[config.mk]
export PLATFORM = sky130hd
export DESIGN_NAME = instruction_fetch
export DESIGN_NICKNAME = d
export VERILOG_FILES = /design/src/rtl/fetch_pkg.sv /design/src/rtl/fetch_skid_fifo.sv /design/src/rtl/instruction_fetch.sv
export SDC_FILE = /design/constraint.sdc
export NUM_CORES = 1
export LEC_CHECK = 0
export BUFFER_PORTS_ARGS = -buffer_cell sky130_fd_sc_hd__buf_2
export CAP_MARGIN = 20
export CORE_MARGIN = 1
export CORE_UTILIZATION = 63
export CTS_CLUSTER_DIAMETER = 30
export CTS_CLUSTER_SIZE = 14
export DETAILED_ROUTE_END_ITERATION = 7
export GPL_TIMING_DRIVEN = 0
export PLACE_DENSITY = 0.95
export SYNTH_ARGS = -nofsm -noshare
export SYNTH_HDL_FRONTEND = slang
export SYNTH_HIERARCHICAL = 1
export SYNTH_SLANG_ARGS = --single-unit
[constraint.sdc]
create_clock -name clk_in -period 10 [get_ports clk_in]
set_input_delay 2 -clock clk_in [delete_from_list [all_inputs] [get_ports clk_in]]
set_output_delay 2 -clock clk_in [all_outputs]
set_load 0.05 [all_outputs]
[src/rtl/fetch_pkg.sv]
`default_nettype none
// ============================================================================
// Module   : fetch_pkg
// Summary  : Shared constants and the buffered-fetch entry type for the
//            instruction fetch front end.
// Revision : 1.0
// ============================================================================
package fetch_pkg;

    localparam logic [31:0] INST_BYTES = 32'd4;
    localparam logic [31:0] NOP_INST   = 32'h0000_0013;

    typedef struct packed {
        logic [31:0] inst;
        logic [31:0] pc;
    } fetch_entry_t;

    localparam fetch_entry_t c_empty_entry = '{inst: NOP_INST, pc: 32'h0};

endpackage
`default_nettype wire

[src/rtl/fetch_skid_fifo.sv]
`default_nettype none
// ============================================================================
// Module   : fetch_skid_fifo
// Summary  : Shift-style FIFO of fetch entries; entry 0 is always the head,
//            so the presented instruction comes straight from a register.
// Revision : 1.0
// ============================================================================
module fetch_skid_fifo
    import fetch_pkg::*;
#(
    parameter int DEPTH = 3
) (
    input  logic                           clk_in,
    input  logic                           rst_n_in,
    input  logic                           push_in,
    input  fetch_entry_t                   push_data_in,
    input  logic                           pop_in,
    input  logic                           flush_in,
    output fetch_entry_t                   head_out,
    output logic [$clog2(DEPTH+1)-1:0]     count_out,
    output logic                           empty_out,
    output logic                           full_out
);

    localparam int c_cnt_w = $clog2(DEPTH + 1);

    fetch_entry_t        r_mem     [DEPTH];
    fetch_entry_t        w_mem_nxt [DEPTH];
    logic [c_cnt_w-1:0]  r_count;
    logic [c_cnt_w-1:0]  w_count_nxt;
    logic [c_cnt_w-1:0]  w_wr_idx;

    // Write slot sits just past the last live entry after any pop shift.
    always_comb begin
        w_wr_idx    = r_count - c_cnt_w'(pop_in);
        w_count_nxt = r_count + c_cnt_w'(push_in) - c_cnt_w'(pop_in);
        for (int i = 0; i < DEPTH - 1; i++) begin
            w_mem_nxt[i] = pop_in ? r_mem[i+1] : r_mem[i];
        end
        w_mem_nxt[DEPTH-1] = pop_in ? c_empty_entry : r_mem[DEPTH-1];
        for (int i = 0; i < DEPTH; i++) begin
            if (push_in && (w_wr_idx == c_cnt_w'(i))) begin
                w_mem_nxt[i] = push_data_in;
            end
        end
    end

    always_ff @(posedge clk_in or negedge rst_n_in) begin
        if (!rst_n_in) begin
            r_count <= '0;
            for (int i = 0; i < DEPTH; i++) begin
                r_mem[i] <= c_empty_entry;
            end
        end else if (flush_in) begin
            r_count <= '0;
            for (int i = 0; i < DEPTH; i++) begin
                r_mem[i] <= c_empty_entry;
            end
        end else begin
            r_count <= w_count_nxt;
            for (int i = 0; i < DEPTH; i++) begin
                r_mem[i] <= w_mem_nxt[i];
            end
        end
    end

    assign head_out  = r_mem[0];
    assign count_out = r_count;
    assign empty_out = (r_count == '0);
    assign full_out  = (r_count == c_cnt_w'(DEPTH));

    a_no_overflow: assert property (@(posedge clk_in) disable iff (!rst_n_in)
        !(push_in && !pop_in && !flush_in && full_out));

endmodule
`default_nettype wire

[src/rtl/instruction_fetch.sv]
`default_nettype none
// ============================================================================
// Module   : instruction_fetch
// Summary  : PC register, request tag pipeline and issue control feeding a
//            skid FIFO that presents instructions to the instruction queue.
// Revision : 1.0
// ============================================================================
module instruction_fetch
    import fetch_pkg::*;
#(
    parameter logic [31:0] RESET_PC    = 32'h0000_0000,
    parameter int          MEM_LATENCY = 2
) (
    input  logic        clk_in,
    input  logic        rst_n_in,
    output logic        imem_en_out,
    output logic [31:0] imem_addr_out,
    input  logic [31:0] imem_data_in,
    input  logic        redirect_in,
    input  logic [31:0] redirect_pc_in,
    output logic        valid_out,
    output logic [31:0] instruction_out,
    output logic [31:0] pc_out,
    input  logic        ready_in
);

    localparam int c_depth = MEM_LATENCY + 1;
    localparam int c_cnt_w = $clog2(c_depth + 1);
    localparam logic [c_cnt_w:0] c_depth_lim = (c_cnt_w + 1)'(c_depth);

    logic [31:0]            r_pc;
    logic [MEM_LATENCY-1:0] r_tag_valid;
    logic [31:0]            r_tag_pc [MEM_LATENCY];
    logic [c_cnt_w-1:0]     r_inflight;

    logic [c_cnt_w-1:0]     w_fifo_count;
    fetch_entry_t           w_head;
    fetch_entry_t           w_push_data;
    logic                   w_empty;
    logic                   w_full;
    logic                   w_pop;
    logic                   w_push;
    logic                   w_issue;
    logic                   w_ret;
    logic [c_cnt_w:0]       w_occupancy;

    assign w_pop       = valid_out && ready_in;
    assign w_ret       = r_tag_valid[MEM_LATENCY-1];
    assign w_push      = w_ret && !redirect_in;
    assign w_push_data = '{inst: imem_data_in, pc: r_tag_pc[MEM_LATENCY-1]};

    // Requests in flight plus buffered words may never exceed the FIFO depth,
    // which is what guarantees every return has a free slot.
    assign w_occupancy = {1'b0, r_inflight} + {1'b0, w_fifo_count}
                         - (c_cnt_w + 1)'(w_pop);
    assign w_issue     = rst_n_in && !redirect_in && (w_occupancy < c_depth_lim);

    always_ff @(posedge clk_in or negedge rst_n_in) begin
        if (!rst_n_in) begin
            r_pc <= RESET_PC;
        end else if (redirect_in) begin
            r_pc <= {redirect_pc_in[31:2], 2'b00};
        end else if (w_issue) begin
            r_pc <= r_pc + INST_BYTES;
        end
    end

    always_ff @(posedge clk_in or negedge rst_n_in) begin
        if (!rst_n_in) begin
            r_tag_valid <= '0;
            for (int i = 0; i < MEM_LATENCY; i++) begin
                r_tag_pc[i] <= '0;
            end
        end else begin
            r_tag_valid[0] <= w_issue;
            r_tag_pc[0]    <= r_pc;
            for (int i = 1; i < MEM_LATENCY; i++) begin
                r_tag_valid[i] <= r_tag_valid[i-1];
                r_tag_pc[i]    <= r_tag_pc[i-1];
            end
            if (redirect_in) begin
                r_tag_valid <= '0;
            end
        end
    end

    always_ff @(posedge clk_in or negedge rst_n_in) begin
        if (!rst_n_in) begin
            r_inflight <= '0;
        end else if (redirect_in) begin
            r_inflight <= '0;
        end else begin
            r_inflight <= r_inflight + c_cnt_w'(w_issue) - c_cnt_w'(w_ret);
        end
    end

    fetch_skid_fifo #(
        .DEPTH (c_depth)
    ) u_fifo (
        .clk_in       (clk_in),
        .rst_n_in     (rst_n_in),
        .push_in      (w_push),
        .push_data_in (w_push_data),
        .pop_in       (w_pop),
        .flush_in     (redirect_in),
        .head_out     (w_head),
        .count_out    (w_fifo_count),
        .empty_out    (w_empty),
        .full_out     (w_full)
    );

    assign imem_en_out     = w_issue;
    assign imem_addr_out   = r_pc;
    assign valid_out       = !w_empty;
    assign instruction_out = w_empty ? 32'h0 : w_head.inst;
    assign pc_out          = w_empty ? 32'h0 : w_head.pc;

    a_full_implies_idle: assert property (@(posedge clk_in) disable iff (!rst_n_in)
        w_full |-> (r_inflight == '0));

endmodule
`default_nettype wire

# Yosys cells after proc, flatten, opt, wreduce, memory -nomap -nowiden
# Index checks and enable logic that the tools add are counted.
# totals
register_bits	294
# op_classes
add_sub_neg	8
magnitude_cmp	1
n_eq_ne	2
mux	14
reduce_logical	15
# ops
cell	n
64-bit 2-to-1 mux	6
192-bit 2-to-1 mux	1
32-bit 2-to-1 mux	4
32-bit by 3-bit adder with 32-bit output, second input constant	1
3-bit nonzero test	3
1-bit logical AND	7
2-bit 2-to-1 mux	3
2-bit by 1-bit subtractor with 2-bit output	3
2-bit by 1-bit adder with 2-bit output	2
2-bit zero test	2
2-bit by 2-bit adder with 3-bit output	1
3-bit by 2-bit less-than comparator with 1-bit output, second input constant	1
3-bit by 1-bit subtractor with 3-bit output	1
2-bit by 1-bit equality test with 1-bit output, second input constant	1
2-bit equality test, second input constant	1
1-bit zero test	2
2-bit nonzero test	1

# Depth between registers and ports, before layout
# Gate-level depths: netlist (run 1).
# logic_depth
word_depth	9
ltp_mapped	17

# Hierarchy
# Netlist (run 1), hierarchy kept.
# by_module_without_submodules
module	instances	cells_each	area_each_um2	seq_area_each_um2
fetch_skid_fifo	1	809	9593.0	4865.9
instruction_fetch	1	366	4006.3	2352.3

# Worst setup path after synthesis (run 1)
# No wires, ideal clock.
# synth_path
kind	input -> output
start	input ready_in
end	output imem_en_out
arrival_time_ps	4087
setup_slack_ps	3913
cell_stages	11
cell_sequence	nor2b_1 > ha_1 > inv_1 > ha_1 > inv_1 > fa_1 > nor2b_1 > or4b_1 > buf_2 > clkinv_2 > buf_6
# synth_via
elab_chain_cells	4
# synth_lines
item	line_no	text
from (decl)	instruction_fetch.sv:24	input logic ready_in
1-bit logical AND	instruction_fetch.sv:47	assign w_pop = valid_out && ready_in;
3-bit by 1-bit subtractor with 3-bit output	instruction_fetch.sv:55	- (c_cnt_w + 1)'(w_pop);
3-bit by 2-bit less-than comparator with 1-bit output	instruction_fetch.sv:56	assign w_issue = rst_n_in && !redirect_in && (w_occupancy < c_depth_lim);
1-bit logical AND	instruction_fetch.sv:56	
to (decl)	instruction_fetch.sv:16	output logic imem_en_out,
# No other way between the ends.

# Final worst setup path (run 1)
# layout_path
start	input ready_in
end	output imem_en_out
# layout_via
elab_chain_cells	4
# layout_lines
item	line_no	text
1-bit logical AND	instruction_fetch.sv:47	
named net w_pop	instruction_fetch.sv:41	logic w_pop;
3-bit by 1-bit subtractor with 3-bit output	instruction_fetch.sv:55	
3-bit by 2-bit less-than comparator with 1-bit output	instruction_fetch.sv:56	
1-bit logical AND	instruction_fetch.sv:56	
# The timed path passes the listed nets, and every way through them passes these cells.

==> run metrics, run 1 <==
outcome complete, no violations; area of the core 21100 um2; Placed Cells 1619; Max Fclk 145 MHz; worst slew pin tran 861 ps; largest net degree at the start of global routing 125; Worst IR Drop VDD 235 uV; post-CTS sizing 0; CP arrival 4880 ps; final cell count without fillers 1703; # DRC 0; max_cap viols 0; R2R Path Start u_fifo/count_out[1]$_DFF_PN0_; PortBufs 161; Leak 7.44 nW; row cnt 53; Fillers 1193; ant diodes 0; Placer Congestion 0.932; full die area 22200 um2; GRT Total Usage 35.5%; Hold Crit Start r_tag_pc[35]$_DFF_PN0_; Critical Path RT 8000 ps; clock tree buffer depth 3; Overflow after GRT 0; Worst setup EP type output pin; average size of a mapped cell 11.6 um2; CP Cell Sequence buf_2 > nor2b_1 > ha_1 > inv_1 > ha_1 > inv_1 > fa_1 > nor2b_1 > or4b_1 > buf_2 > clkinv_2 > buf_6 > buf_2; Iteration-0 DRC Markers 1225; post-route clock skew 18.4 ps; Period minus WS final 6880 ps; vias in the first global route 11400; layout cells sized above 1 30.8%; Final TNS setup 0 ps; most used cell, CP buf_2; clock tree root buffer cell clkbuf_16; Total Nets Final 1470; Num Clock Sinks 288; DP HPWL 22.7 mm; Setup CP Type in2out; Worst Setup Slack, final 3120 ps; CTS tree built; first-pass GRT wire length 61.2 mm; via-per-instance ratio 6.57; P&R area growth vs syn 20.9%; routed vias 11200; Post-Syn Area 13600 um2; Fin. Hold Viols 0; WL/cell 22.7 um; Setup WS pre-CTS 3220 ps; CTS Buf Count 47; HP Class reg2reg; Initial Util 64.5%; CTS Hold Bufs 0; yosys warns 6; Pre-antenna DRT Iters 7; crit-path max cell delay 510 ps; Routed Antenna Nets 0; Pwr Density 265 nW/um2; IO Pins 166; critical path fanouts, max 11; Clock Latency Late Sink 540 ps; Post CTS Setup Buffer Count 0; DRT Wirelength 38.6 mm; Die Y 149 um; startpoint types input port; fin. max-slew vios 0; period utilization 68.8%; final setup violation count 0; Synth Instances 1174; Worst slew margin 42.6%; H-tree depth 2; Clock Pin Slew Worst Setup and Hold Paths 50 ps; Setup crit start ready_in; unrepaired setup endpoints after global routing no; chip width 149 um; Worst path slowest cell or4b_1; initial antenna violation count 0
==> registers in the layout (all words and copies together), names as in the netlist <==
signal / flops
imem_addr_out: 30
r_tag_pc: 60
u_fifo/count_out: 2
u_fifo/head_out: 64
r_tag_valid: 2
u_fifo/r_mem: 128
r_inflight: 2
==> metal layers <==
layer | share of wire [%] | global-route usage (%) | vias to the layer above
li1 | - | - | 4641
met1 | 36 | 44.4 | 5463
met2 | 49 | 59.0 | 894
met3 | 9.8 | 6.61 | 186
met4 | 4.9 | 18.2 | 0
met5 | 0 | 0 | -
==> placed cells by master (no fill, tap or decap), types with 7 or more instances in the layout <==
cell,count
a211oi_1,71
a211oi_2,57
a21oi_1,7
a22o_1,61
buf_1,9
buf_2,192
buf_4,83
buf_6,8
clkbuf_1,37
clkbuf_16,47
conb_1,8
dfrtp_1,279
dfstp_2,9
ha_1,8
inv_1,16
mux2i_1,123
nand2_1,30
nand3_1,19
nand4_1,11
nor2_1,81
nor2b_1,77
nor3_1,64
o211ai_1,10
o21ai_0,16
o311ai_0,10
==> report_power, final <==
| group | internal, W | switching [W] |
|---|---|---|
| Combinational | 0.000386 | 0.000840 |
| Clock | 0.00106 | 0.000572 |
| Sequential | 0.00133 | 0.000166 |
| Total | 0.00278 | 0.00158 |
==> per-stage QoR <==
stage | hold WS (ps) | power (W) | instance area, um2 | utilization [%]
2_1_floorplan | 331 | 0.00231 | 13600 | -
3_3_place_gp | 331 | 0.00262 | 14800 | 70.0
3_5_place_dp | 335 | 0.00268 | 14800 | 70.3
4_1_cts | 345 | 0.00434 | 16400 | 77.9
5_1_grt | 350 | 0.00450 | 16400 | 77.9
6_report | 346 | 0.00436 | 16400 | 77.9
==> final timing paths <==
check,to,slack (ps),depth (start not counted)
max,imem_en_out,3120,13
min,r_tag_pc[3]$_DFF_PN0_,350,0
max reg2reg,imem_addr_out[13]$_DFFE_PN0P_,5470,16
min reg2reg,r_tag_pc[3]$_DFF_PN0_,350,0
max in group asynchronous,u_fifo/head_out[17]$_DFFE_PN0P_,7050,3
min in group asynchronous,u_fifo/head_out[56]$_DFFE_PN0P_,1480,1
==> critical path, delay by kind of cell <==
family                   cells  cell delay (ps)
AND/OR/NAND/NOR              3              850
buffers and inverters        7             1070
adder cells (fa/ha/maj)      3              940
==> area by class of cell <==
cell class | count | area, um2 | share of cell area, %
Clock buffer | 59 | 1270 | 7.74
Tap cell | 275 | 344 | 2.09
Sequential cell | 288 | 7220 | 43.9
Buffer | 162 | 1020 | 6.21
Clock inverter | 25 | 324 | 1.97
Timing Repair Buffer | 163 | 871 | 5.30
Inverter | 17 | 65.1 | 0.396
Multi-Input combinational cell | 714 | 5320 | 32.4
(Power assumes the default switching activity.)
==> run 2, diff against run 1 <==
--- a/config.mk
+++ b/config.mk
@@ -8,12 +8,12 @@
 export BUFFER_PORTS_ARGS = -buffer_cell sky130_fd_sc_hd__buf_2
 export CAP_MARGIN = 20
 export CORE_MARGIN = 1
-export CORE_UTILIZATION = 63
+export CORE_UTILIZATION = 59
 export CTS_CLUSTER_DIAMETER = 30
 export CTS_CLUSTER_SIZE = 14
 export DETAILED_ROUTE_END_ITERATION = 7
 export GPL_TIMING_DRIVEN = 0
-export PLACE_DENSITY = 0.95
+export PLACE_DENSITY = 0.93
 export SYNTH_ARGS = -nofsm -noshare
 export SYNTH_HDL_FRONTEND = slang
 export SYNTH_HIERARCHICAL = 1
==> constraint.sdc (replaced) <==
create_clock -name clk_in -period 7.1 [get_ports clk_in]
set_input_delay 1.42 -clock clk_in [delete_from_list [all_inputs] [get_ports clk_in]]
set_output_delay 1.42 -clock clk_in [all_outputs]
set_load 0.05 [all_outputs]
==> run 2 against run 1 <==
Largest power group unchanged; clock power grew 49%; highest routed layer unchanged; critical endpoint unchanged; worst hold slack lost 3.6 ps; total power grew 43%; core utilization shrank 4.6 points.
==> run metrics, run 2 (synthesized netlist as in run 1, its figures left out) <==
Critical Path RT 5680 ps (-2320 ps); Iteration-0 DRC Markers 921 (-25%); CP arrival 4620 ps (-260 ps); WL/cell 21.4 um (-5.6%); clock tree root buffer cell clkbuf_16; H-tree depth 2 (unchanged); largest net degree at the start of global routing 127 (+1.6%); final setup violation count 0 (unchanged); crit-path max cell delay 550 ps (+40 ps); Largest Register u_fifo/r_mem; DRT Wirelength 36.9 mm (-4.4%); Max Fclk 165 MHz; crit-path leading delay family buffers and inverters; period utilization 85.1%; Final TNS setup 0 ps (unchanged); fin. max-slew vios 0 (unchanged); Routed Antenna Nets 0 (unchanged); vias in the first global route 11000 (-3.2%); layout cells sized above 1 31.6% (+0.81 points); row cnt 55 (+3.8%); PortBufs 161 (unchanged); Worst IR Drop VDD 268 uV (+14%); CP Cell Sequence nor2_1 > clkbuf_1 > nor2b_1 > ha_1 > inv_1 > ha_1 > inv_1 > fa_1 > nor2b_1 > or4b_1 > buf_2 > clkinv_2 > buf_6 > buf_2; routed vias 10900 (-2.8%); CP Buf/Inv Count 7 (unchanged); GRT Total Usage 31.3% (-4.2 points); finished layout cell area 16600 um2 (+1.0%); startpoint types register; CTS Buf Count 51 (+8.5%); # DRC 0 (unchanged); Fin. Hold Viols 0 (unchanged); Setup CP Type reg2out; outcome complete, no violations; critical path fanouts, max 11 (unchanged); Initial Util 60.0% (-4.4 points); Placed Cells 1629 (+0.62%); CTS Hold Bufs 0 (unchanged); Clock Pin Slew Worst Setup and Hold Paths 60 ps (about the same); max reg flops 128 (unchanged); CTS tree built; Total Nets Final 1474 (+0.27%); first-pass GRT wire length 58.3 mm (-4.6%); Worst setup EP type output pin; Worst path slowest cell clkbuf_1; Num Clock Sinks 288 (unchanged); final cell count without fillers 1725 (+1.3%); Die Y 154 um (+3.3%); Worst slew margin 42.7% (+0.14 points); post-route clock skew 18.2 ps (-0.260 ps); most common cell after layout, fill and taps aside dfrtp_1; unrepaired setup endpoints after global routing no; area of the core 22600 um2 (+7.4%); final core occ 73.3% (-4.6 points); HP Class reg2reg; Clock Latency Late Sink 550 ps (about the same); worst slew pin tran 859 ps (-2.13 ps); IO Pins 166 (unchanged); Overflow after GRT 0 (unchanged); DP HPWL 22.5 mm (-0.76%); Post CTS Setup Buffer Count 0 (unchanged); Placer Congestion 0.890 (-4.5%); full die area 23600 um2 (+6.7%); initial antenna violation count 1 (+1); cell area after placement 14800 um2 (about the same); Pwr Density 376 nW/um2 (+42%); max_cap viols 0 (unchanged); P&R area growth vs syn 22.1%; Pre-antenna DRT Iters 5 (-2); Period minus WS final 6040 ps; most frequent cells in the layout 279 x dfrtp_1, 192 x buf_2, 123 x mux2i_1; clock tree buffer depth 3 (unchanged); via-per-instance ratio 6.30 (-4.0%); post-CTS sizing 0 (unchanged); Leak 7.53 nW (+1.2%); chip width 154 um (+3.3%); Fin Hold WS 343 ps (-3.59 ps)
-- run 2: changes by cell type in the layout (fill, tap and decap cells not counted), sizes merged --
cell      before  now
diode          0    1
clkinvlp       5    4
bufinv         6    4
clkinv         9   17
clkbuf        89   91
inv           22   26
-- run 2: final timing paths --
kind,start,endpoint,slack (ps),depth (start not counted)
min in group asynchronous,rst_n_in,u_fifo/r_mem[54]$_DFFE_PN0P_,810,1
setup reg to reg,u_fifo/count_out[1]$_DFF_PN0_,r_inflight[1]$_DFF_PN0_,2590,17
max in group asynchronous,rst_n_in,r_tag_pc[30]$_DFF_PN0_,5330,2
hold / removal,r_tag_pc[47]$_DFF_PN0_,r_tag_pc[15]$_DFF_PN0_,340,0
setup / recovery,u_fifo/count_out[1]$_DFF_PN0_,imem_en_out,1060,14
hold reg to reg,r_tag_pc[47]$_DFF_PN0_,r_tag_pc[15]$_DFF_PN0_,340,0
-- run 2: per-stage QoR --
step	setup slack [ps]	power [W]
after floorplan	2170	0.00325
after global placement	-1840	0.00371
after detailed placement	1480	0.00376
after CTS	1030	0.00623
after global routing	1010	0.00644
final	1060	0.00624
-- run 2: layout make-up --
| cell class | count | area (um2) |
|---|---|---|
| plain buffers | 162 | 1020 |
| clock buffers | 61 | 1380 |
| clock inverters | 34 | 360 |
| flip-flops and latches | 288 | 7220 |
| fillers | 1410 | 6050 |
| repair buffers | 163 | 871 |
| diodes | 1 | 2.50 |
| multi-input cells | 714 | 5320 |
| well taps | 285 | 357 |
| inverters | 17 | 65.1 |
-- run 2: power by group --
group / leakage, nW / internal, W / switching [W]
logic: 2.86 / 0.000542 / 0.00115
registers: 3.81 / 0.00188 / 0.000227
clock network: 0.857 / 0.00156 / 0.000876
-- run 2: metal layers --
metal | vias to the layer above | GRT usage, % | part of all wire [%]
met4 | 0 | 14.3 | 3.8
li1 | 4660 | - | -
met2 | 731 | 51.6 | 48
met3 | 124 | 6.12 | 9.0
met5 | - | 0 | 0
met1 | 5361 | 40.3 | 39
-- run 2: worst reg2reg max path: stages, from the launching register on --
cell	delay, ps
dfrtp_1	450
nor2_1	290
clkbuf_1	550
nor2b_1	240
ha_1	330
inv_1	70
ha_1	160
inv_1	70
fa_1	500
nor2b_1	50
or4b_1	520
buf_2	210
clkinv_2	170
buf_6	190
ha_1	180
xnor2_1	160
xnor2_1	170
nor2_1	60
==> run 3, diff against run 2 <==
--- a/config.mk
+++ b/config.mk
@@ -5,6 +5,7 @@
 export SDC_FILE = /design/constraint.sdc
 export NUM_CORES = 1
 export LEC_CHECK = 0
+export ABC_AREA = 1
 export BUFFER_PORTS_ARGS = -buffer_cell sky130_fd_sc_hd__buf_2
 export CAP_MARGIN = 20
 export CORE_MARGIN = 1
@@ -13,6 +14,7 @@
 export CTS_CLUSTER_SIZE = 14
 export DETAILED_ROUTE_END_ITERATION = 7
 export GPL_TIMING_DRIVEN = 0
+export MAX_ROUTING_LAYER = met4
 export PLACE_DENSITY = 0.93
 export SYNTH_ARGS = -nofsm -noshare
 export SYNTH_HDL_FRONTEND = slang
==> run 3 against run 2 <==
Die area up 3.4%; count of clock-buffer cells in the layout fell by 7; largest cell class unchanged; fmax increased by 2.9%; final area is 1.9% higher; global-route usage grew 1.4 points; clock skew increased by 8.5 ps; critical endpoint unchanged; sequential share of layout area decreased by 0.82 points; critical path type unchanged; sequential power grew 2%; wire length rose by 3.4%.
==> run metrics, run 3 <==
initial antenna violation count 1 (unchanged); finished layout cell area 16900 um2 (+1.9%); Pre-antenna DRT Iters 7 (+2); Post-Route M1 WL 14.1 mm (-2.5%); Iteration-0 DRC Markers 1359 (+48%); post-CTS sizing 0 (unchanged); total internal power 0.00375 W (-5.7%); Clock Latency Late Sink 540 ps (about the same); Initial Util 60.1% (+0.077 points); first-pass GRT wire length 61.0 mm (+4.6%); CP Depth 16 (+2); CP Buf/Inv Count 8 (+1); Total Nets Final 2084 (+41%); post-route clock skew 26.7 ps (+8.54 ps); cell area after placement 15300 um2 (+3.4%); IO Pins 166 (unchanged); fin. max-slew vios 0 (unchanged); worst slew pin tran 815 ps (-43.8 ps); DR top layer met4; Fin. Hold Viols 0 (unchanged); share of total power in the clock network 37.7% (-1.3 points); Comb pwr share 25.8% (-1.4 points); Worst setup EP type output pin; GRT Total Usage 32.7% (+1.4 points); most common cell after layout, fill and taps aside nand2_1; average size of a mapped cell 7.84 um2 (-32%); CP arrival 4460 ps (-160 ps); Sw Share 36.6% (+0.39 points); Post CTS Setup Buffer Count 0 (unchanged); Synth Instances 1794 (+53%); critical path fanouts, max 11 (unchanged); Post-Syn Area 14100 um2 (+3.5%); routed wl met2 18.8 mm (+6.2%); CP Cell Sequence buf_2 > nor2_1 > clkbuf_1 > nor2_1 > ha_1 > inv_1 > ha_1 > inv_1 > fa_1 > inv_1 > nand2_1 > nand2_1 > nor2_8 > buf_8 > buf_6 > buf_2; Largest Register u_fifo/r_mem; crit-path max cell delay 650 ps (+100 ps); Reg power frac 36.5% (+2.7 points); most used cell, CP inv_1; row cnt 56 (+1.8%); yosys warns 6 (unchanged); Worst path slowest cell clkbuf_1; hold path depth 0 (unchanged); area of the core 23400 um2 (+3.4%); Pwr Density 350 nW/um2 (-6.9%); max reg flops 128 (unchanged); Critical Path RT 5680 ps (about the same); via-per-instance ratio 5.54 (-12%); Worst slew margin 45.7% (+2.9 points); full die area 24500 um2 (+3.4%); Placer Congestion 0.923 (+3.7%); Worst Setup Slack, final 1220 ps (+170 ps); P_sw 0.00216 W (-4.1%); Overflow after GRT 0 (unchanged); clock tree root buffer cell clkbuf_16; Clock Pin Slew Worst Setup and Hold Paths 60 ps (about the same); Num Clock Sinks 288 (unchanged); Fillers 1621 (+15%); # DRC 0 (unchanged); HP Class reg2reg; Die Y 156 um (+1.7%); chip width 156 um (+1.7%); crit-path leading delay family buffers and inverters; Leak 8.78 nW (+17%); H-tree depth 2 (unchanged); CTS Hold Bufs 0 (unchanged); R2R depth 18 (+1); CTS Buf Count 45 (-12%); P&R area growth vs syn 20.2%; final core occ 72.3% (-1.0 points); vias in the first global route 12600 (+14%); Period minus WS final 5880 ps (-170 ps); unrepaired setup endpoints after global routing no; Max Fclk 170 MHz (+2.9%); Reg area 7220 um2 (unchanged); period utilization 82.7% (-2.4 points); startpoint types register; Final TNS setup 0 ps (unchanged); layout cells sized above 1 19.1% (-13 points); WL/cell 16.1 um (-24%); Tot Pwr 0.00591 W (-5.1%); Setup CP Type reg2out; Routed Antenna Nets 0 (unchanged); final setup violation count 0 (unchanged); routed vias 13100 (+20%); DRT Wirelength 38.1 mm (+3.4%); outcome complete, no violations; met3 wire len 3.33 mm (+0.36%); max_cap viols 0 (unchanged); CTS tree built; most frequent cells in the layout 588 x nand2_1, 279 x dfrtp_1, 196 x o21ai_0; DP HPWL 24.3 mm (+8.1%); multi-input combinational cell area 5180 um2 (-2.6%); Setup WS pre-CTS 1520 ps (+42.4 ps); PortBufs 161 (unchanged); clock tree buffer depth 3 (unchanged); largest net degree at the start of global routing 106 (-17%); Worst IR Drop VDD 256 uV (-4.2%)
run 3: changes by cell type in the layout (fill, tap and decap cells not counted), sizes merged, moves of 77 or more:
cell and change:
nand2 +566, o21ai +184, inv +174, nand3 +165, a211oi -128, mux2i -123, nor2b -77
run 3: cell type report:
| class | count | area share [%] |
|---|---|---|
| Tap cell | 319 | 2.36 |
| Inverter | 194 | 4.31 |
| Multi-Input combinational cell | 1153 | 30.6 |
| Antenna cell | 2 | 0.0296 |
| Buffer | 162 | 5.66 |
| Timing Repair Buffer | 163 | 5.15 |
| Clock inverter | 27 | 1.92 |
| Sequential cell | 288 | 42.7 |
| Clock buffer | 54 | 7.29 |
run 3: per-layer routing:
layer | GRT usage (%) | vias up
met5 | - | -
met3 | 4.85 | 186
met4 | 17.2 | 0
met1 | 38.0 | 6110
li1 | - | 5951
met2 | 55.0 | 843
run 3: worst paths after layout:
check / startpoint / end / slack (ps)
worst max-delay path: u_fifo/count_out[1]$_DFF_PN0_ / imem_en_out / 1220
worst min-delay path: r_tag_pc[55]$_DFF_PN0_ / r_tag_pc[23]$_DFF_PN0_ / 350
worst max register to register: u_fifo/count_out[1]$_DFF_PN0_ / r_inflight[1]$_DFF_PN0_ / 2920
worst min register to register: r_tag_pc[55]$_DFF_PN0_ / r_tag_pc[23]$_DFF_PN0_ / 350
max in group asynchronous: rst_n_in / imem_addr_out[2]$_DFFE_PN0P_ / 4800
min in group asynchronous: rst_n_in / u_fifo/r_mem[114]$_DFFE_PN0P_ / 880
run 3: worst register-to-register path, cell delays in order, from the launching register on:
cell,delay (ps)
dfrtp_1,390
buf_2,170
nor2_1,210
clkbuf_1,650
nor2_1,250
ha_1,330
inv_1,60
ha_1,140
inv_1,60
fa_1,490
inv_1,50
nand2_1,120
nand2_1,190
nor2_8,180
buf_8,160
buf_6,180
ha_1,200
xor2_1,150
nor2_1,50
run 3: stage by stage:
| stage | hold slack, ps | cells |
|---|---|---|
| after floorplan | 331 | 1797 |
| after global placement | 332 | 2277 |
| after detailed placement | 336 | 2279 |
| after CTS | 345 | 2360 |
| after global routing | 353 | 2361 |
| final | 347 | 2362 |
run 3: power groups by stage:
stage	Clock, W	Sequential, W	Combinational, W
2_1_floorplan	0	0.00236	0.000814
3_3_place_gp	0	0.00215	0.00142
3_5_place_dp	0	0.00217	0.00148
4_1_cts	0.00224	0.00215	0.00151
5_1_grt	0.00233	0.00219	0.00164
6_report	0.00223	0.00216	0.00153
